[src/rtl/tlc_pkg.sv]
// Shared traffic-light definitions: phase codes, lamp encodings and default durations.
package tlc_pkg;

   // Phase codes as presented on the phase output.
   typedef enum logic [2:0] {
      NsGreen  = 3'd0,
      NsYellow = 3'd1,
      EwGreen  = 3'd2,
      EwYellow = 3'd3,
      PedWalk  = 3'd4,
      AllRed   = 3'd5
   } phase_e;

   // Requester most recently given right-of-way, used for rotation.
   typedef enum logic [1:0] {
      SrvNs  = 2'd0,
      SrvEw  = 2'd1,
      SrvPed = 2'd2
   } served_e;

   // One-hot lamp encodings.
   localparam logic [2:0] RED    = 3'b100;
   localparam logic [2:0] YELLOW = 3'b010;
   localparam logic [2:0] GREEN  = 3'b001;

   // Default durations in cycles, shared with the fixed-cycle controller.
   localparam int unsigned DEF_GREEN_MIN    = 5;
   localparam int unsigned DEF_GREEN_MAX    = 20;
   localparam int unsigned DEF_YELLOW_TIME  = 3;
   localparam int unsigned DEF_ALL_RED_TIME = 2;
   localparam int unsigned DEF_PED_TIME     = 10;
   localparam int unsigned DEF_CNT_W        = 8;

endpackage

[src/rtl/phase_timer.sv]
// Loadable down-counter with a zero flag, used for the timed phases.
module phase_timer #(
   parameter int unsigned CNT_W = 8
) (
   input  logic             clk,
   input  logic             reset,
   input  logic             load,
   input  logic [CNT_W-1:0] load_val,
   output logic             done
);

   logic [CNT_W-1:0] cnt_q;

   // Load on phase entry, otherwise count down and stop at zero.
   always_ff @(posedge clk) begin
      if (reset) begin
         cnt_q <= '0;
      end else if (load) begin
         cnt_q <= load_val;
      end else if (cnt_q != '0) begin
         cnt_q <= cnt_q - CNT_W'(1);
      end
   end

   assign done = (cnt_q == '0);

endmodule

[src/rtl/intersection_phase_scheduler.sv]
// Demand-driven phase scheduler for a four-way intersection with pedestrian
// service and per-direction emergency preemption.
module intersection_phase_scheduler
   import tlc_pkg::*;
#(
   parameter int unsigned GREEN_MIN    = DEF_GREEN_MIN,
   parameter int unsigned GREEN_MAX    = DEF_GREEN_MAX,
   parameter int unsigned YELLOW_TIME  = DEF_YELLOW_TIME,
   parameter int unsigned ALL_RED_TIME = DEF_ALL_RED_TIME,
   parameter int unsigned PED_TIME     = DEF_PED_TIME,
   parameter int unsigned CNT_W        = DEF_CNT_W
) (
   input  logic       clk,
   input  logic       reset,
   input  logic       ns_req,
   input  logic       ew_req,
   input  logic       ped_req,
   input  logic       emg_ns,
   input  logic       emg_ew,
   output logic [2:0] ns_leds,
   output logic [2:0] ew_leds,
   output logic       ped_allow,
   output logic [2:0] phase,
   output logic       emg_active
);

   phase_e           state_q, state_d;
   served_e          last_served_q, last_served_d;
   logic             ped_pend_q, ped_pend_d;
   logic [CNT_W-1:0] green_cnt_q, green_cnt_d;
   logic [CNT_W-1:0] green_elapsed;
   logic             entering;
   logic             timer_load;
   logic [CNT_W-1:0] timer_val;
   logic             timer_done;
   logic             ns_leave;
   logic             ew_leave;
   phase_e           next_sel;

   // Elapsed green cycles including the current one, saturating at GREEN_MAX.
   assign green_elapsed = (green_cnt_q >= CNT_W'(GREEN_MAX)) ? CNT_W'(GREEN_MAX)
                                                             : green_cnt_q + CNT_W'(1);

   // Normal (non-emergency) green exit: min-green with own demand gone, or max-green.
   assign ns_leave = (ew_req || ped_pend_q) &&
                     (((green_elapsed >= CNT_W'(GREEN_MIN)) && !ns_req) ||
                      (green_elapsed >= CNT_W'(GREEN_MAX)));
   assign ew_leave = (ns_req || ped_pend_q) &&
                     (((green_elapsed >= CNT_W'(GREEN_MIN)) && !ew_req) ||
                      (green_elapsed >= CNT_W'(GREEN_MAX)));

   // Phase chosen when all-red clearance ends: emergencies first, then rotation.
   always_comb begin
      next_sel = NsGreen;
      if (emg_ns) begin
         next_sel = NsGreen;
      end else if (emg_ew) begin
         next_sel = EwGreen;
      end else begin
         case (last_served_q)
            SrvNs: begin
               if (ew_req)          next_sel = EwGreen;
               else if (ped_pend_q) next_sel = PedWalk;
               else                 next_sel = NsGreen;
            end
            SrvEw: begin
               if (ped_pend_q)      next_sel = PedWalk;
               else if (ns_req)     next_sel = NsGreen;
               else if (ew_req)     next_sel = EwGreen;
               else                 next_sel = NsGreen;
            end
            default: begin
               if (ns_req)          next_sel = NsGreen;
               else if (ew_req)     next_sel = EwGreen;
               else                 next_sel = NsGreen;
            end
         endcase
      end
   end

   // State register.
   always_ff @(posedge clk) begin
      if (reset) begin
         state_q <= NsGreen;
      end else begin
         state_q <= state_d;
      end
   end

   // Next-state logic; emg_ns wins over emg_ew when both are asserted.
   always_comb begin
      state_d = state_q;
      unique case (state_q)
         NsGreen: begin
            if (emg_ns)                  state_d = NsGreen;
            else if (emg_ew || ns_leave) state_d = NsYellow;
         end
         EwGreen: begin
            if (emg_ns)                  state_d = EwYellow;
            else if (emg_ew)             state_d = EwGreen;
            else if (ew_leave)           state_d = EwYellow;
         end
         NsYellow, EwYellow: begin
            if (timer_done)              state_d = AllRed;
         end
         PedWalk: begin
            if (emg_ns || emg_ew || timer_done) state_d = AllRed;
         end
         AllRed: begin
            if (timer_done)              state_d = next_sel;
         end
         default:                        state_d = NsGreen;
      endcase
   end

   // Output decode from the registered state.
   always_comb begin
      ns_leds    = RED;
      ew_leds    = RED;
      ped_allow  = 1'b0;
      phase      = state_q;
      emg_active = ((state_q == NsGreen) && emg_ns) || ((state_q == EwGreen) && emg_ew);
      unique case (state_q)
         NsGreen:  ns_leds   = GREEN;
         NsYellow: ns_leds   = YELLOW;
         EwGreen:  ew_leds   = GREEN;
         EwYellow: ew_leds   = YELLOW;
         PedWalk:  ped_allow = 1'b1;
         AllRed:   ns_leds   = RED;
         default:  ns_leds   = RED;
      endcase
   end

   assign entering = (state_d != state_q);

   // Timer load value for the phase being entered; greens do not use the timer.
   always_comb begin
      timer_load = entering;
      case (state_d)
         NsYellow, EwYellow: timer_val = CNT_W'(YELLOW_TIME - 1);
         AllRed:             timer_val = CNT_W'(ALL_RED_TIME - 1);
         PedWalk:            timer_val = CNT_W'(PED_TIME - 1);
         default:            timer_val = '0;
      endcase
   end

   // Latch next-state: clearing the ped latch on walk entry beats a new press.
   always_comb begin
      ped_pend_d    = ped_pend_q;
      last_served_d = last_served_q;
      green_cnt_d   = green_cnt_q;
      if (entering && (state_d == PedWalk)) begin
         ped_pend_d = 1'b0;
      end else if (ped_req && (state_q != PedWalk)) begin
         ped_pend_d = 1'b1;
      end
      if (entering) begin
         case (state_d)
            NsGreen: last_served_d = SrvNs;
            EwGreen: last_served_d = SrvEw;
            PedWalk: last_served_d = SrvPed;
            default: last_served_d = last_served_q;
         endcase
      end
      if (entering) begin
         green_cnt_d = '0;
      end else if ((state_q == NsGreen) || (state_q == EwGreen)) begin
         green_cnt_d = green_elapsed;
      end
   end

   // Pedestrian latch, rotation pointer and elapsed-green counter.
   always_ff @(posedge clk) begin
      if (reset) begin
         ped_pend_q    <= 1'b0;
         last_served_q <= SrvNs;
         green_cnt_q   <= '0;
      end else begin
         ped_pend_q    <= ped_pend_d;
         last_served_q <= last_served_d;
         green_cnt_q   <= green_cnt_d;
      end
   end

   phase_timer #(
      .CNT_W (CNT_W)
   ) u_phase_timer (
      .clk      (clk),
      .reset    (reset),
      .load     (timer_load),
      .load_val (timer_val),
      .done     (timer_done)
   );

endmodule

[config.mk]
export PLATFORM = sky130hd
export DESIGN_NAME = intersection_phase_scheduler
export DESIGN_NICKNAME = d
export VERILOG_FILES = /design/src/rtl/tlc_pkg.sv /design/src/rtl/phase_timer.sv /design/src/rtl/intersection_phase_scheduler.sv
export SDC_FILE = /design/constraint.sdc
export NUM_CORES = 1
export LEC_CHECK = 0
export CAP_MARGIN = 25
export CORE_ASPECT_RATIO = 0.8
export CORE_MARGIN = 5
export CORE_UTILIZATION = 30
export CTS_CLUSTER_DIAMETER = 80
export DETAILED_ROUTE_END_ITERATION = 12
export GPL_TIMING_DRIVEN = 0
export PLACE_DENSITY = 0.45
export SYNTH_ARGS = -nofsm -noshare
export SYNTH_HDL_FRONTEND = slang
export SYNTH_HIERARCHICAL = 1
export SYNTH_SLANG_ARGS = --single-unit
[constraint.sdc]
create_clock -name clk -period 7.2 [get_ports clk]
set_input_delay 1.8 -clock clk [delete_from_list [all_inputs] [get_ports clk]]
set_output_delay 1.8 -clock clk [all_outputs]
set_load 0.03 [all_outputs]
; ---- Word-level counts from Yosys, hierarchy flattened
; Index checks and enable logic that the tools add are counted.
[op_classes]
eq_ne = 13
n_reduce_logical = 31
add_sub_neg = 2
mux = 25
order_cmp = 3
[ops]
columns = cell, n
row1 = 2-to-1 mux 3 bit, 13
row2 = 2-to-1 mux 8 bit, 3
row3 = one-hot mux 3 bit (2 select lines), 3
row4 = >= comparator 8 x 5 -> 1 bit (second input constant), 2
row5 = one-hot mux 3 bit (5 select lines), 1
row6 = equality test 3 x 2 -> 1 bit (second input constant), 4
row7 = equality test 3 bit (second input constant), 4
row8 = one-hot mux 4 bit (3 select lines), 1
row9 = logical OR 1 bit, 9
row10 = adder 8 x 1 -> 8 bit (second input constant), 1
row11 = >= comparator 8 x 3 -> 1 bit (second input constant), 1
row12 = logical AND 1 bit, 8
row13 = zero test 8 bit, 1
row14 = nonzero test 8 bit, 1
row15 = OR reduction 2 bit, 4
row16 = subtractor 8 x 1 -> 8 bit (second input constant), 1
row17 = equality test 3 x 1 -> 1 bit (second input constant), 2
row18 = zero test 3 bit, 2
row19 = one-hot mux 2 bit (3 select lines), 1
row20 = 2-to-1 mux 2 bit, 2
row21 = inequality test 3 bit, 1
row22 = inequality test 3 bit (second input constant), 1
row23 = nonzero test 3 bit, 1
row24 = equality test 2 x 1 -> 1 bit (second input constant), 1
row25 = 5 further kinds, 6
[word_totals]
in_bits = 7
regBits = 22

; ---- Depth between registers and ports, before layout
[logic_depth]
word_depth = 14
depth_mapped = 14

; ---- By module
; The synthesis kept the hierarchy.
[modules_own_cells]
columns = module, seq_area_each_um2, area_per_inst_um2, cells_per_inst, n_inst
row1 = intersection_phase_scheduler, 280.3, 1062.3, 137, 1
row2 = phase_timer, 160.2, 475.5, 53, 1

; ---- Least setup slack after synthesis
; No wires, ideal clock.
[synth_timing]
path_type = input-to-output
start = input emg_ew
end = output emg_active
t_required_ps = 5400
arrival_ps = 2302
path_slack_ps = 3098
n_path_buf = 1
stages = 2
cell_sequence = clkbuf_2 > a22o_1
[synth_between]
elab_chain_cells = 2
[synth_lines]
columns = item, line
row1 = start: declaration, intersection_phase_scheduler.sv:19  ; input logic emg_ew,
row2 = logical AND 1 bit, intersection_phase_scheduler.sv:122  ; emg_active = ((state_q == NsGreen) && emg_ns) || ((state_q == EwGreen) && emg_ew);
row3 = logical OR 1 bit, intersection_phase_scheduler.sv:122
row4 = end: declaration, intersection_phase_scheduler.sv:24  ; output logic emg_active
; Every way passes these cells.

; ---- Worst setup path in the final report
; Ends and elaborated chain as after synthesis.

==> impl_metrics.json <==
{
  "drt-total-wl_microns": 3690,
  "antenna_found_initial": 0,
  "synth_area_sq_um": 1540,
  "min_path_cells": 1,
  "ir_drop_uv": 146,
  "clk_pin_slew_ps": 80,
  "r2r_cells": 14,
  "drc": 0,
  "cts_buffers": 3,
  "nets": 224,
  "r2r_end": "u_phase_timer/cnt_q[0]",
  "power.density_nw_per_um2": 349,
  "place_area_sq_um": 1780,
  "dr.first_iter.drc_count": 94,
  "holdCritStartpoint": "green_cnt_q[7]",
  "vias": 1394,
  "cp-start-kind": "primary input",
  "gr-total-overflow": 0,
  "ant_nets": 0,
  "finalSetupTns_ps": 0,
  "wl_per_cell_microns": 13.4,
  "synth-main-ff-cell": "dfxtp_1",
  "worstSetupEndpointType": "primary output",
  "postSynthCellCount": 190,
  "clock_power_share_pct": 14.0,
  "hold_class": "register to register",
  "die_area_sq_um": 6670,
  "design_area_sq_um": 1840,
  "dp_hpwl_microns": 2840,
  "yosysWarningCount": 6,
  "syn_area_per_cell_sq_um": 8.09,
  "drive_above_1_share_pct": 14.6,
  "core_sq_um": 4980,
  "final_common_cell": "nor2_1",
  "grt_max_degree": 14,
  "finalMaxSlewViolations": 0,
  "hold_ws_ps": 486,
  "required_ps": 5400,
  "pwr-share-seq_pct": 28.6,
  "grt_util_all_layers_pct": 11.4,
  "hold_buffers": 0,
  "rsz0062_at_grt": "false",
  "cts_root_buf": "clkbuf_8",
  "area_delta_synth_final_pct": 19.4,
  "async_flop_share_pct": 0,
  "die_x_microns": 90.0,
  "fin_skew_ps": 2.90,
  "hold-path-endpoint": "green_cnt_q[7]",
  "io_buffers": 15,
  "place.gp.congestion": 0.785,
  "post_cts_buffers": 0,
  "final_cell_mix": "nor2_1 (23), dfxtp_1 (22), nand2_1 (20)",
  "switchingPower_uw": 280,
  "status": "finished clean",
  "period_needed_ps": 4630,
  "first_global_vias": 1327,
  "swShare_pct": 43.8,
  "cts_num_sinks": 22,
  "leakage_uw": 0.000681,
  "finalHoldViolCount": 0,
  "crit_type": "primary input to primary output",
  "ios": 18,
  "synth-edff-count": 0,
  "pwr-share-comb_pct": 57.4,
  "post_cts_resized": 0,
  "num_rows": 23,
  "grt_pass1_wl_microns": 6370,
  "routed_via_density": 5.07,
  "cap_violations": 0,
  "setup_viol": 0,
  "die_h_microns": 74.0,
  "dr.pass1.iters": 4,
  "ys_seq_area_share_pct": 28.6,
  "diodes": 0,
  "min_period_over_period_pct": 64.3,
  "intPower_uw": 360,
  "cts_tree": "done",
  "reg2reg_slack_ps": 4050,
  "crit_arrival_ps": 2830,
  "r2r-start": "u_phase_timer/cnt_q[0]",
  "htreeDepth": 1,
  "start_util_pct": 30.9,
  "clock_path_buffers": 2,
  "timing.fmax_mhz": 216,
  "ys_types": 58,
  "critPathMaxFanout": 8,
  "synth_seq_cells": 22,
  "worst_skew_pair.late_latency_ps": 260
}
layout make-up:
type                       instances  area (sq um)
fill                             543          3140
tap                               62          77.6
buffer                            10          65.1
inverter                           6          22.5
timing repair buffer              15           150
clock buffer                       4          55.1
multi-input combinational        156          1020
sequential                        22           440
flip-flops by register name, indices dropped and copies added (netlist names):
signal	count
green_cnt_q	8
ped_pend_q	1
phase	3
u_phase_timer/cnt_q	8
last_served_q	2
through the flow:
stage | setup slack, ps | power (uW) | utilization (%) | cells
floorplan | 3100 | 464 | - | 194
global route | 2530 | 696 | 36.9 | 275
CTS | 2560 | 649 | 36.9 | 275
global placement | 2560 | 544 | 35.8 | 271
finish | 2570 | 640 | 36.9 | 275
detailed placement | 2560 | 556 | 35.8 | 271
metal layers:
metal	vias up	GRT usage, %	part of all wire (%)
li1	724	-	-
met1	650	15.3	52
met2	16	18.9	44
met3	4	2.83	2.9
met4	0	2.31	0.92
met5	-	0	0
cells by family after synthesis:
group | after synthesis | synth area share (%)
mux | 3 | 2.03
xor+xnor | 4 | 2.28
flops | 22 | 28.6
buf+inv | 16 | 5.69
other cells | 1 | 0.244
compound gates | 47 | 25.1
fa+ha+maj | 3 | 2.44
simple gates | 94 | 33.5
power groups by stage:
stage          clock [uW]  sequential, uW  combinational [uW]
2_1_floorplan           0             184                 281
3_3_place_gp            0             184                 360
3_5_place_dp            0             185                 371
4_1_cts              94.6             183                 372
5_1_grt              97.8             187                 410
6_report             89.5             183                 368
how the worst max path moves through the flow:
stage / from / end / slack (ps) / cells after the start
finish: emg_ew / emg_active / 2570 / 3
global route: emg_ew / emg_active / 2530 / 3
CTS: emg_ew / emg_active / 2560 / 3
detailed placement: emg_ew / emg_active / 2560 / 3
global placement: emg_ew / emg_active / 2560 / 3
floorplan: emg_ew / emg_active / 3100 / 2
synth_stat cells, drive strengths merged (2+ instances only):
| cell type | instances | share of area, % |
|---|---|---|
| a2111oi | 2 | 3.6 |
| a211oi | 3 | 1.8 |
| a21boi | 2 | 1.2 |
| a21oi | 9 | 2.9 |
| a22o | 2 | 1.1 |
| and2 | 6 | 2.5 |
| buf | 7 | 3.4 |
| clkbuf | 3 | 0.81 |
| dfxtp | 22 | 29 |
| ha | 3 | 2.4 |
| inv | 6 | 1.5 |
| mux2i | 2 | 1.3 |
| nand2 | 20 | 4.9 |
| nand2b | 6 | 2.4 |
| nand3 | 5 | 1.6 |
| nor2 | 24 | 6.0 |
| nor2b | 9 | 3.7 |
| nor3 | 10 | 3.6 |
| nor4 | 3 | 3.2 |
| o211ai | 3 | 1.8 |
| o21a | 2 | 0.98 |
| o21ai | 6 | 2.2 |
| o22ai | 6 | 2.8 |
| o32ai | 4 | 2.3 |
| or2 | 3 | 1.2 |
| xnor2 | 3 | 1.7 |
worst max-delay path, cell delays in order:
cell and delay [ps]:
clkbuf_2 200, a22o_1 170, clkdlybuf4s50_1 660
(Power assumes the default switching activity.)
